$ cat config.mk
export PLATFORM = sky130hd
export DESIGN_NAME = window_buffer_param_flat
export DESIGN_NICKNAME = d
export VERILOG_FILES = /design/src/rtl/wbuf_pkg.sv /design/src/rtl/window_buffer_param_if.sv /design/src/rtl/wbuf_row.sv /design/src/rtl/window_buffer_param.sv /design/src/flat_wrapper.sv
export SDC_FILE = /design/constraint.sdc
export NUM_CORES = 1
export LEC_CHECK = 0
export BUFFER_PORTS_ARGS = -buffer_cell sky130_fd_sc_hd__buf_2
export CAP_MARGIN = 20
export CORE_MARGIN = 2
export CORE_UTILIZATION = 35
export DETAILED_ROUTE_END_ITERATION = 8
export SYNTH_ARGS = -nofsm -noshare
export SYNTH_HDL_FRONTEND = slang
export SYNTH_SLANG_ARGS = --single-unit
$ cat constraint.sdc
create_clock -name clk -period 3.5 [get_ports clk]
set_input_delay 0.175 -clock clk [delete_from_list [all_inputs] [get_ports clk]]
set_output_delay 0.175 -clock clk [all_outputs]
set_load 0.02 [all_outputs]
$ cat src/rtl/wbuf_pkg.sv
// wbuf_pkg: shared types and helpers for the parametrised window buffer.
//   mode_t       - CU command codes carried on the mode bus
//   fill_state_t - column-fill sequencer states
//   sel_w()      - width of a select field for N entries (never below 1)
//   cell_idx()   - flattened cell index, row-major
package wbuf_pkg;

    typedef enum logic [2:0] {
        ModeNop       = 3'b000,
        ModeLoadSram  = 3'b001,
        ModeLoadSdram = 3'b010,
        ModeShift     = 3'b011,
        ModeFill      = 3'b100,
        ModeClear     = 3'b101
    } mode_t;

    typedef enum logic {
        StIdle = 1'b0,
        StFill = 1'b1
    } fill_state_t;

    function automatic int unsigned sel_w(input int unsigned n);
        return (n > 1) ? $clog2(n) : 1;
    endfunction

    function automatic int unsigned cell_idx(input int unsigned r, input int unsigned c,
                                             input int unsigned cols);
        return r * cols + c;
    endfunction

endpackage

$ cat src/rtl/window_buffer_param_if.sv
// window_buffer_param_if: CU <-> window buffer command and result bundle.
//   master (CU side) drives enable_CU, mode, row_sel, col_sel, src_sel, data, data_read
//   and observes window, window_valid, busy, fill_done; slave is the buffer side.
interface window_buffer_param_if
    import wbuf_pkg::*;
#(
    parameter int unsigned DATA_W   = 8,
    parameter int unsigned WIN_ROWS = 2,
    parameter int unsigned WIN_COLS = 2
);
    localparam int unsigned RowW = sel_w(WIN_ROWS);
    localparam int unsigned ColW = sel_w(WIN_COLS);

    logic                               enable_CU;
    logic [2:0]                         mode;
    logic [RowW-1:0]                    row_sel;
    logic [ColW-1:0]                    col_sel;
    logic                               src_sel;
    logic [DATA_W-1:0]                  data;
    logic [DATA_W-1:0]                  data_read;
    logic [WIN_ROWS*WIN_COLS*DATA_W-1:0] window;
    logic                               window_valid;
    logic                               busy;
    logic                               fill_done;

    modport master (
        output enable_CU, mode, row_sel, col_sel, src_sel, data, data_read,
        input  window, window_valid, busy, fill_done
    );

    modport slave (
        input  enable_CU, mode, row_sel, col_sel, src_sel, data, data_read,
        output window, window_valid, busy, fill_done
    );

endinterface

$ cat src/rtl/wbuf_row.sv
// wbuf_row: one window row of WIN_COLS pixels with per-cell valid bits.
//   clk, nrst        - clock, async active-low reset
//   clear            - drop all valid bits, keep data
//   shift            - shift left; last column keeps data, loses valid
//   wr_cell/wr_col   - single-cell write of cell_data (out-of-range column ignored)
//   wr_last          - write last_data into the last column
//   cells, valid     - column c at cells[c*DATA_W +: DATA_W], valid[c]
// At most one operation is asserted per cycle by the top-level decode.
module wbuf_row #(
    parameter int unsigned DATA_W    = 8,
    parameter int unsigned WIN_COLS  = 2,
    parameter int unsigned COL_SEL_W = 1
) (
    input  logic                       clk,
    input  logic                       nrst,
    input  logic                       clear,
    input  logic                       shift,
    input  logic                       wr_cell,
    input  logic [COL_SEL_W-1:0]       wr_col,
    input  logic [DATA_W-1:0]          cell_data,
    input  logic                       wr_last,
    input  logic [DATA_W-1:0]          last_data,
    output logic [WIN_COLS*DATA_W-1:0] cells,
    output logic [WIN_COLS-1:0]        valid
);
    logic [DATA_W-1:0]   cells_q [WIN_COLS];
    logic [DATA_W-1:0]   cells_d [WIN_COLS];
    logic [WIN_COLS-1:0] valid_q;
    logic [WIN_COLS-1:0] valid_d;

    always_comb begin
        cells_d = cells_q;
        valid_d = valid_q;
        if (clear) begin
            valid_d = '0;
        end else if (shift) begin
            for (int c = 0; c < int'(WIN_COLS) - 1; c++) begin
                cells_d[c] = cells_q[c+1];
                valid_d[c] = valid_q[c+1];
            end
            valid_d[WIN_COLS-1] = 1'b0;
        end else if (wr_last) begin
            cells_d[WIN_COLS-1] = last_data;
            valid_d[WIN_COLS-1] = 1'b1;
        end else if (wr_cell) begin
            // Compare per column so a non-power-of-2 select simply matches nothing.
            for (int c = 0; c < int'(WIN_COLS); c++) begin
                if (wr_col == COL_SEL_W'(c)) begin
                    cells_d[c] = cell_data;
                    valid_d[c] = 1'b1;
                end
            end
        end
    end

    always_ff @(posedge clk or negedge nrst) begin
        if (!nrst) begin
            for (int c = 0; c < int'(WIN_COLS); c++) cells_q[c] <= '0;
            valid_q <= '0;
        end else begin
            cells_q <= cells_d;
            valid_q <= valid_d;
        end
    end

    always_comb begin
        cells = '0;
        for (int c = 0; c < int'(WIN_COLS); c++) cells[c*DATA_W +: DATA_W] = cells_q[c];
    end

    assign valid = valid_q;

endmodule

$ cat src/rtl/window_buffer_param.sv
// window_buffer_param: WIN_ROWS x WIN_COLS pixel window loaded under CU command.
//   clk, nrst - clock, async active-low reset
//   bus       - slave side of window_buffer_param_if (commands in, window/status out)
// Holds the FILL sequencer, row counter, command decode and window_valid reduction;
// the cells themselves live in one wbuf_row per row.
module window_buffer_param
    import wbuf_pkg::*;
#(
    parameter int unsigned DATA_W   = 8,
    parameter int unsigned WIN_ROWS = 2,
    parameter int unsigned WIN_COLS = 2
) (
    input logic                   clk,
    input logic                   nrst,
    window_buffer_param_if.slave  bus
);
    localparam int unsigned RowW  = sel_w(WIN_ROWS);
    localparam int unsigned ColW  = sel_w(WIN_COLS);
    localparam int unsigned RowBw = WIN_COLS * DATA_W;

    fill_state_t       state_q;
    logic [RowW-1:0]   cnt_q;
    logic              fill_done_q;

    mode_t             cmd;
    logic              idle;
    logic              do_clear;
    logic              do_shift;
    logic              do_load;
    logic              fill_wr;
    logic [RowW-1:0]   fill_row;
    logic [DATA_W-1:0] load_data;
    logic [DATA_W-1:0] fill_data;

    logic [WIN_ROWS*WIN_COLS*DATA_W-1:0] win_flat;
    logic [WIN_ROWS*WIN_COLS-1:0]        valid_flat;

    assign cmd       = mode_t'(bus.mode);
    assign idle      = (state_q == StIdle);
    assign do_clear  = bus.enable_CU && (cmd == ModeClear);
    assign do_shift  = bus.enable_CU && idle && (cmd == ModeShift);
    assign do_load   = bus.enable_CU && idle &&
                       ((cmd == ModeLoadSram) || (cmd == ModeLoadSdram));
    assign load_data = (cmd == ModeLoadSdram) ? bus.data_read : bus.data;
    // Accept cycle writes row 0; inside FILL every strobe writes except an aborting CLEAR.
    assign fill_wr   = bus.enable_CU &&
                       ((idle && (cmd == ModeFill)) || (!idle && (cmd != ModeClear)));
    assign fill_row  = idle ? '0 : cnt_q;
    assign fill_data = bus.src_sel ? bus.data_read : bus.data;

    for (genvar r = 0; r < int'(WIN_ROWS); r++) begin : g_row
        wbuf_row #(
            .DATA_W   (DATA_W),
            .WIN_COLS (WIN_COLS),
            .COL_SEL_W(ColW)
        ) u_row (
            .clk      (clk),
            .nrst     (nrst),
            .clear    (do_clear),
            .shift    (do_shift),
            .wr_cell  (do_load && (bus.row_sel == RowW'(r))),
            .wr_col   (bus.col_sel),
            .cell_data(load_data),
            .wr_last  (fill_wr && (fill_row == RowW'(r))),
            .last_data(fill_data),
            .cells    (win_flat[cell_idx(r, 0, WIN_COLS)*DATA_W +: RowBw]),
            .valid    (valid_flat[cell_idx(r, 0, WIN_COLS) +: WIN_COLS])
        );
    end

    always_ff @(posedge clk or negedge nrst) begin
        if (!nrst) begin
            state_q     <= StIdle;
            cnt_q       <= '0;
            fill_done_q <= 1'b0;
        end else begin
            fill_done_q <= 1'b0;
            if (bus.enable_CU) begin
                unique case (state_q)
                    StIdle: begin
                        if (cmd == ModeFill) begin
                            if (WIN_ROWS == 1) begin
                                fill_done_q <= 1'b1;
                            end else begin
                                state_q <= StFill;
                                cnt_q   <= RowW'(1);
                            end
                        end
                    end
                    StFill: begin
                        if (cmd == ModeClear) begin
                            state_q <= StIdle;
                            cnt_q   <= '0;
                        end else if (cnt_q == RowW'(WIN_ROWS - 1)) begin
                            state_q     <= StIdle;
                            cnt_q       <= '0;
                            fill_done_q <= 1'b1;
                        end else begin
                            cnt_q <= cnt_q + RowW'(1);
                        end
                    end
                    default: state_q <= StIdle;
                endcase
            end
        end
    end

    assign bus.window       = win_flat;
    assign bus.window_valid = &valid_flat;
    assign bus.busy         = (state_q == StFill);
    assign bus.fill_done    = fill_done_q;

endmodule

$ cat src/flat_wrapper.sv
// flat-port wrapper written by rule: the top's interface ports become plain ports
module window_buffer_param_flat import wbuf_pkg::*;
#(
    parameter int unsigned DATA_W   = 8,
    parameter int unsigned WIN_ROWS = 2,
    parameter int unsigned WIN_COLS = 2
)
  (clk, nrst, bus_enable_CU, bus_mode, bus_row_sel, bus_col_sel, bus_src_sel, bus_data, bus_data_read, bus_window, bus_window_valid, bus_busy, bus_fill_done);
  window_buffer_param_if #(.DATA_W(DATA_W), .WIN_ROWS(WIN_ROWS), .WIN_COLS(WIN_COLS)) bus_i ();
  input logic clk;
  input logic nrst;
  input wire logic [$bits(bus_i.enable_CU)-1:0] bus_enable_CU;
  input wire logic [$bits(bus_i.mode)-1:0] bus_mode;
  input wire logic [$bits(bus_i.row_sel)-1:0] bus_row_sel;
  input wire logic [$bits(bus_i.col_sel)-1:0] bus_col_sel;
  input wire logic [$bits(bus_i.src_sel)-1:0] bus_src_sel;
  input wire logic [$bits(bus_i.data)-1:0] bus_data;
  input wire logic [$bits(bus_i.data_read)-1:0] bus_data_read;
  output wire logic [$bits(bus_i.window)-1:0] bus_window;
  output wire logic [$bits(bus_i.window_valid)-1:0] bus_window_valid;
  output wire logic [$bits(bus_i.busy)-1:0] bus_busy;
  output wire logic [$bits(bus_i.fill_done)-1:0] bus_fill_done;
  assign bus_i.enable_CU = bus_enable_CU;
  assign bus_i.mode = bus_mode;
  assign bus_i.row_sel = bus_row_sel;
  assign bus_i.col_sel = bus_col_sel;
  assign bus_i.src_sel = bus_src_sel;
  assign bus_i.data = bus_data;
  assign bus_i.data_read = bus_data_read;
  assign bus_window = bus_i.window;
  assign bus_window_valid = bus_i.window_valid;
  assign bus_busy = bus_i.busy;
  assign bus_fill_done = bus_i.fill_done;
  window_buffer_param #(.DATA_W(DATA_W), .WIN_ROWS(WIN_ROWS), .WIN_COLS(WIN_COLS)) u_core (.clk(clk), .nrst(nrst), .bus(bus_i));
endmodule
# After elaboration in Yosys (flattened, before gate mapping)

Index checks and enable logic that the tools add are counted.

Register bits after elaboration: 39
Latch bits: 0
Bits in writable memories: 0
Bits in read-only memories: 0
Input port bits: 25
Word-level logic and storage cells: 102
Memories: 0

$add $sub $neg: 1
Multiply operators: 0
Div/mod/pow operators: 0
Magnitude comparators: 0
Eq/ne operators: 13
Shifts and indexed selects: 0
Multiplexer cells: 37
Bitwise gates (word level): 5
Reductions and logical operators: 35

Operators by type and width:

| kind                                                | count |
|---|---|
| two-way mux 8 bit                                   | 10 |
| two-way mux 16 bit                                  | 2 |
| AND reduction 4 bit                                 | 5 |
| two-way mux 1 bit                                   | 17 |
| nonzero test 4 bit                                  | 4 |
| two-way mux 2 bit                                   | 6 |
| nonzero test 2 bit                                  | 6 |
| logical AND 1 bit                                   | 11 |
| != test 3 x 1 -> 1 bit, second input constant       | 3 |
| equality test 3 x 2 -> 1 bit, second input constant | 2 |
| equality test 3 bit, second input constant          | 2 |
| != test 2 x 1 -> 1 bit, second input constant       | 3 |
| AND reduction 2 bit                                 | 3 |
| AND reduction 3 bit                                 | 2 |
| nonzero test 3 bit                                  | 2 |
| inverter 1 bit                                      | 5 |
| case mux 1 bit (2 select lines)                     | 2 |
| equality test 3 x 1 -> 1 bit, second input constant | 1 |
| != test 3 bit, second input constant                | 1 |
| logical OR 1 bit                                    | 2 |
| != test 2 bit, second input constant                | 1 |
| adder 1 bit, second input constant                  | 1 |

# Logic depth before layout (Yosys ltp)

Gate-level depths: netlist (run 1).

Word-level depth: 8
Gate-level depth with buffers: 7
Depth with buffers taken out: 4

# Cells and area by module

A second synthesis (run 1) with hierarchy kept.

Cell total of the unflattened synthesis: 161
Area total of the unflattened synthesis: 2240.9 µm²

By module, submodules not included:

| module              | instances | cells each | area an instance (µm²) | seq. area each (µm²) |
|---|---|---|---|---|
| wbuf_row            | 2         | 60         | 919.6                  | 450.4 |
| window_buffer_param | 1         | 41         | 401.6                  | 75.1 |

# Least setup slack after synthesis (run 1)

Ideal clock, no wire load.

Path type: reg-to-reg
From: register u_core.state_q, in the netlist u_core.bus.busy
To: register u_core.g_row[0].u_row.cells_q (netlist bit u_core.g_row[0].u_row.cells[6])
Library setup time: 0.118 ns
Arrival: 1.725 ns
Setup slack: 1.656 ns
Cell stages (with the launch flop): 6
Buffers on the path: 1
Period minus slack after synthesis: 1.844 ns
Path through: dfrtp_1 > or3b_4 > or3_4 > buf_6 > o22ai_2 > o2bb2a_4

Word-level cells in the longest chain between the ends: 7
Elaborated cells on any way between the ends: 17
Those cells by class: 2 x eq/ne; 2 x mux; 2 x bitwise; 11 x reduce/logical

RTL lines:

| what                                    | line                      | text |
|---|---|---|
| from (decl)                             | window_buffer_param.sv:21 | `fill_state_t state_q;` |
| from (signal assigned)                  | window_buffer_param.sv:73 | `state_q <= StIdle;` |
| from (signal assigned)                  | window_buffer_param.sv:85 | `state_q <= StFill;` |
| from (signal assigned)                  | window_buffer_param.sv:92 | `state_q <= StIdle;` |
| inverter 1 bit                          | window_buffer_param.sv:39 | `assign idle = (state_q == StIdle);` |
| logical AND 1 bit                       | window_buffer_param.sv:47 | `((idle && (cmd == ModeFill)) \|\| (!idle && (cmd != ModeClear)));` |
| logical OR 1 bit                        | window_buffer_param.sv:47 |  |
| logical AND 1 bit                       | window_buffer_param.sv:46 | `assign fill_wr = bus.enable_CU &&` |
| logical AND 1 bit                       | window_buffer_param.sv:64 | `.wr_last (fill_wr && (fill_row == RowW'(r))),` |
| != test 2 x 1 -> 1 bit (no source line) | -                         |  |
| AND reduction 4 bit (no source line)    | -                         |  |
| to (signal assigned)                    | wbuf_row.sv:61            | `cells_q <= cells_d;` |
| to (decl)                               | wbuf_row.sv:26            | `logic [DATA_W-1:0] cells_q [WIN_COLS];` |

Several ways; a longest one is shown, not always the timed one.
A chain may end at the register's enable or synchronous reset.

# Worst setup path in the final report (run 1)

From: register u_core.state_q, in the netlist u_core.bus.busy
To: register u_core.g_row[1].u_row.cells_q (netlist bit u_core.g_row[1].u_row.cells[0])

Word-level cells in the longest chain between the ends: 7
Elaborated cells on any way between the ends: 16
Those cells by class: 2 x eq/ne; 2 x mux; 1 x bitwise; 11 x reduce/logical

RTL lines:

| what                                    | line |
|---|---|
| inverter 1 bit                          | window_buffer_param.sv:39 |
| logical AND 1 bit                       | window_buffer_param.sv:47 |
| logical OR 1 bit                        | window_buffer_param.sv:47 |
| logical AND 1 bit                       | window_buffer_param.sv:46 |
| logical AND 1 bit                       | window_buffer_param.sv:64 |
| != test 2 x 1 -> 1 bit (no source line) | - |
| AND reduction 4 bit (no source line)    | - |
| to (signal assigned)                    | wbuf_row.sv:61 |
| to (decl)                               | wbuf_row.sv:26 |

Several ways; a longest one is shown, not always the timed one.

==> impl_metrics.tcl, run 1 <==
set metrics [dict create \
    initial_utilization_pct 36.4 \
    io-pin-count 60 \
    ctsHoldBuffers 0 \
    fin_crit_sh_pct 67.2 \
    powerDensity_nw_per_um2 742 \
    clock_path_buffers 2 \
    drive_above_1_share_pct 37.9 \
    cts_tree "yes" \
    die-area_um2 6800 \
    status "finished with violations" \
    cp-start-kind "flop" \
    hp-class "in -> async" \
    grt_pass1_vias 1631 \
    crit_required_ns 3.71 \
    yosys_warnings 0 \
    tightest_slew_ns 0.905 \
    diodes 0 \
    synthArstFlopShare_pct 100 \
    cp.arrival_ns 2.56 \
    path_max_fanout 20 \
    hpwl_um 3880 \
    wl_per_cell_um 18.0 \
    routed_wl_um 5590 \
    maxSlewViolCount 0 \
    antenna_found_initial 0 \
    yosys_most_used_dff "dfrtp_1" \
    max_freq_mhz 425 \
    cpMaxStageDelayCell "nand3_1" \
    die_w_um 82.4 \
    finalNetCount 260 \
    post_cts_resized 0 \
    gp_congestion 0.775 \
    grt_start_max_net_pins 40 \
    clk_latency_ns 0.29 \
    ctsRootBufferMaster "clkbuf_8" \
    fill_cells 584 \
    clkSinkCount 39 \
    post_cts_buffers 0 \
    rsz0062_at_grt "false" \
    h-tree-depth 2 \
    synth-edff-count 0 \
    die_y_um 82.4 \
    cp-end-kind "flop" \
    relSlewSlack_pct 39.4 \
    area_growth_pct 19.1 \
    hold_viol 2 \
    grt_pass1_wl_um 8740 \
    max_cap_viol_count 0 \
    syn_nets 204 \
    ir_drop_mv 0.382 \
    final_common_cell "buf_2" \
    drc_errors 0 \
    route.antenna.remaining_nets 0 \
    synth_seq_area_share_pct 45.3 \
    vias_per_cell 5.37 \
    drt-pass1-iter-count 4 \
    avgSynthCellArea_um2 12.0 \
    crit_chain "nor3b_1 -> nand3_1 -> a22oi_2 -> a2bb2oi_1" \
    min_period_ns 2.35 \
    p_leak_nw 1.15 \
    instances_no_fill 310 \
    synthDistinctLibCells 40 \
    r2r_cells 4 \
    max_stage_delay_ns 0.66 \
    skew_ns 0.00799 \
    dr_total_vias 1666 \
    synth_cells 179 \
    rows 28 \
    track_usage_pct 17.6 \
    clk_pin_slew_ns 0.08 \
    drt_iter0_drc 106 \
    netlist_area_um2 2150 \
    final.setup.tns_ns 0 \
    final_cell_mix "59 x buf_2, 41 x mux2i_1, 39 x dfrtp_1, 16 x o22ai_1, 14 x a2bb2oi_1" \
    path_class "reg -> reg" \
    grt_overflow 0 \
    cts_buffers 5 \
    setup_violations 0 \
    ys_ff_latch 39 \
    dp_cells 303 \
    coreArea_um2 5920 \
    hold_ws_ns -0.00259 \
    violations "negative hold slack" \
    numPortBuffers 59 \
]
[worst max-delay path: cells and delay by family (launching register included)]
| kind | cells | cell delay, ns |
|---|---|---|
| AO/OA/AOI/OAI | 2 | 0.81 |
| flip-flops | 1 | 0.46 |
| AND/OR/NAND/NOR | 2 | 1.00 |
[Yosys cell counts (all sizes together) (3+ instances only)]
cell	instances	area, um^2
dfrtp	39	976
mux2i	41	410
o22ai	17	113
mux2	8	90.1
buf	12	95.1
o21ai	3	18.8
nand3	4	20.0
nor3b	3	27.5
nand2	6	22.5
a2bb2oi	14	123
inv	6	22.5
o211ai	3	22.5
[stage by stage]
stage	worst slack (ns)	hold slack [ns]	total power (W)	utilization (%)	instance area [um^2]
2_1_floorplan	1.66	-0.121	0.00130	-	2150
3_3_place_gp	1.21	0.345	0.00160	41.8	2480
3_5_place_dp	1.15	0.348	0.00161	41.8	2480
4_1_cts	1.12	0.0270	0.00192	43.3	2560
5_1_grt	0.927	0.0817	0.00203	43.3	2560
6_report	1.15	-0.00259	0.00190	43.3	2560
[registers in the layout (all words and copies together) (netlist names)]
name,count
u_core.bus.busy,1
u_core.g_row.u_row.cells,32
u_core.g_row.u_row.valid,4
u_core.cnt_q,1
u_core.bus.fill_done,1
[path summary, 6_finish.rpt]
| kind | startpoint | end | slack [ns] |
|---|---|---|---|
| worst max register to register | u_core.bus.busy$_DFFE_PN0P_ | u_core.g_row[1].u_row.cells[0]$_DFFE_PN0P_ | 1.15 |
| worst min-delay path | nrst | u_core.cnt_q$_DFFE_PN0P_ | -0.003 |
| worst max-delay path | u_core.bus.busy$_DFFE_PN0P_ | u_core.g_row[1].u_row.cells[0]$_DFFE_PN0P_ | 1.15 |
| min in group clk | bus_enable_CU | u_core.bus.busy$_DFFE_PN0P_ | 0.19 |
| worst min register to register | u_core.g_row[1].u_row.cells[5]$_DFFE_PN0P_ | u_core.g_row[1].u_row.cells[5]$_DFFE_PN0P_ | 0.52 |
| max in group asynchronous | nrst | u_core.g_row[1].u_row.cells[14]$_DFFE_PN0P_ | 2.93 |
[layout make-up]
type / instances / area (um^2) / area share, %
clock buffer: 6 / 82.6 / 3.22
clock inverter: 1 / 5.00 / 0.195
inverter: 6 / 22.5 / 0.878
multi-input combinational: 121 / 1070 / 41.6
sequential: 39 / 976 / 38.1
tap: 75 / 93.8 / 3.66
timing repair buffer: 62 / 318 / 12.4
[where the power goes]
| group | switching, W | internal, W | total [W] | leakage (nW) |
|---|---|---|---|---|
| Sequential | 0.000159 | 0.000653 | 0.000812 | 0.456 |
| Combinational | 0.000462 | 0.000317 | 0.000779 | 0.646 |
| Clock | 0.000157 | 0.000155 | 0.000311 | 0.0470 |
[metal layers]
layer | global-route usage (%) | wire length (um) | vias to the layer above
li1 | - | - | 797
met1 | 25.1 | 2610 | 818
met2 | 26.8 | 2580 | 45
met3 | 3.80 | 358 | 6
met4 | 5.00 | 45 | 0
met5 | 0 | 0 | -
[cells by family (layout without fill, tap and decap cells)]
group,after synthesis,count (layout),synth area share (%)
mux,49,49,23.2
compound gates,47,47,17.9
flops,39,39,45.3
simple gates,23,23,7.03
buf+inv,19,75,5.69
xor+xnor,2,2,0.814
(Power assumes the default switching activity.)
==> run 2: changes to the inputs <==
==> constraint.sdc (replaced) <==
create_clock -name clk -period 2.4 [get_ports clk]
set_input_delay 0.12 -clock clk [delete_from_list [all_inputs] [get_ports clk]]
set_output_delay 0.12 -clock clk [all_outputs]
set_load 0.02 [all_outputs]
==> impl_metrics.tcl, run 2 (synthesis gave the netlist of run 1 again) <==
set metrics [dict create \
    largest_register_ffs 32 \
    final_common_cell "buf_2" \
    powerDensity_nw_per_um2 1090 \
    fin_util_pct 44.7 \
    path_buf_inv 0 \
    max_freq_mhz 503 \
    drc_errors 0 \
    clock_path_buffers 2 \
    grt_pass1_wl_um 9050 \
    p_seq_share_pct 41.1 \
    path_max_fanout 11 \
    clk_latency_ns 0.29 \
    maxSlewViolCount 0 \
    grt_overflow 0 \
    drive_above_1_share_pct 39.5 \
    pwr-share-clk_pct 19.1 \
    hp-class "in -> reg" \
    final.setup.tns_ns 0 \
    hpwl_um 4070 \
    ir_drop_mv 0.596 \
    clk_pin_slew_ns 0.08 \
    cts_tree "yes" \
    skew_ns 0.00594 \
    dp_cells 309 \
    cts_buffers 5 \
    multi_input_area_um2 1070 \
    cp-end-kind "flop" \
    clkSinkCount 39 \
    p_sw_share_pct 40.1 \
    fill_cells 585 \
    p_int_w 0.00173 \
    grt_pass1_vias 1686 \
    finalNetCount 267 \
    rsz0062_at_grt "false" \
    die_w_um 82.4 \
    max_cap_viol_count 0 \
    final_cell_mix "59 x buf_2, 41 x mux2i_1, 39 x dfrtp_1, 16 x o22ai_1, 14 x a2bb2oi_1" \
    path_class "reg -> reg" \
    relSlewSlack_pct 42.1 \
    drt_iter0_drc 106 \
    crit_required_ns 2.61 \
    min_period_ns 1.99 \
    initial_utilization_pct 36.4 \
    io-pin-count 60 \
    routed_wl_um 5740 \
    power_switching_w 0.00116 \
    crit_chain "or3b_4 -> or3_4 -> a22oi_4 -> a2bb2oi_1" \
    h-tree-depth 2 \
    grt_start_max_net_pins 40 \
    wl_per_cell_um 18.1 \
    antenna_found_initial 0 \
    cp.arrival_ns 2.20 \
    instances_no_fill 318 \
    track_usage_pct 18.5 \
    ctsRootBufferMaster "clkbuf_8" \
    drt-pass1-iter-count 4 \
    numPortBuffers 59 \
    area_growth_pct 22.8 \
    gp_congestion 0.788 \
    max_stage_delay_ns 0.48 \
    status "complete, no violations" \
    setup_violations 0 \
    coreArea_um2 5920 \
    vias_per_cell 5.42 \
    hold_viol 0 \
    route.antenna.remaining_nets 0 \
    cp-start-kind "flop" \
    rows 28 \
    dr_total_vias 1725 \
    cpMaxStageDelayCell "or3_4" \
    crit_family "simple AND/OR/NAND/NOR gates" \
    die-area_um2 6800 \
    tightest_slew_ns 0.868 \
    final-seq-area_um2 976 \
    p_leak_nw 1.19 \
    p_comb_share_pct 39.8 \
    die_y_um 82.4 \
    fin_crit_sh_pct 82.8 \
    diodes 0 \
    hold_ws_ns 0.126 \
]
-- run 2: cell types whose count changed in the layout (fill, tap and decap cells not counted) --
cell           delta
clkbuf_8          -1
bufinv_16         +1
buf_4             +6
clkinv_4          +1
dlygate4sd3_1     +1
-- run 2: worst reg2reg max path, stage by stage (launching register included) --
cell and delay, ns:
dfrtp_1 0.45, or3b_4 0.44, or3_4 0.48, a22oi_4 0.32
a2bb2oi_1 0.20
-- run 2: area by class of cell --
type | instances | area share (%)
inverter | 6 | 0.852
clock buffer | 5 | 2.60
sequential | 39 | 36.9
tap | 75 | 3.55
timing repair buffer | 69 | 14.1
clock inverter | 3 | 1.66
multi-input combinational | 121 | 40.3
-- run 2: worst paths after layout --
path | endpoint | slack (ns) | startpoint | cells past startpoint
worst max register to register | u_core.g_row[0].u_row.cells[0]$_DFFE_PN0P_ | 0.41 | u_core.bus.busy$_DFFE_PN0P_ | 4
min in group asynchronous | u_core.bus.busy$_DFFE_PN0P_ | 0.48 | nrst | 2
worst max-delay path | u_core.g_row[0].u_row.cells[0]$_DFFE_PN0P_ | 0.41 | u_core.bus.busy$_DFFE_PN0P_ | 4
max in group asynchronous | u_core.g_row[0].u_row.cells[1]$_DFFE_PN0P_ | 1.37 | nrst | 2
worst min register to register | u_core.g_row[1].u_row.valid[1]$_DFFE_PN0P_ | 0.51 | u_core.g_row[1].u_row.valid[1]$_DFFE_PN0P_ | 1
worst min-delay path | u_core.cnt_q$_DFFE_PN0P_ | 0.13 | bus_enable_CU | 2
-- run 2: power by group through the flow --
stage / Clock (W) / Combinational [W] / Sequential, W
after detailed placement: 0 / 0.00116 / 0.00120
final: 0.000553 / 0.00115 / 0.00119
after CTS: 0.000569 / 0.00116 / 0.00119
after global routing: 0.000593 / 0.00125 / 0.00123
after floorplan: 0 / 0.000431 / 0.00147
after global placement: 0 / 0.00114 / 0.00120
-- run 2: metrics by stage --
step           worst slack, ns  instance area (um^2)  power [W]
2_1_floorplan            0.556                  2150    0.00190
3_3_place_gp             0.496                  2520    0.00234
3_5_place_dp             0.425                  2520    0.00236
4_1_cts                  0.419                  2640    0.00292
5_1_grt                  0.347                  2640    0.00308
6_report                 0.412                  2640    0.00289
-- run 2: timing repair --
action | in CTS | in global routing
resized for setup | 0 | 0
hold buffers | 1 | 0
buffers inserted | 0 | 0
hold endpoints to repair | 39 | 0
-- run 2: per-layer routing --
layer	GRT usage [%]	part of all wire (%)
met5	0	0
met2	29.0	47
met3	4.46	5.7
met1	25.6	46
met4	5.17	0.98
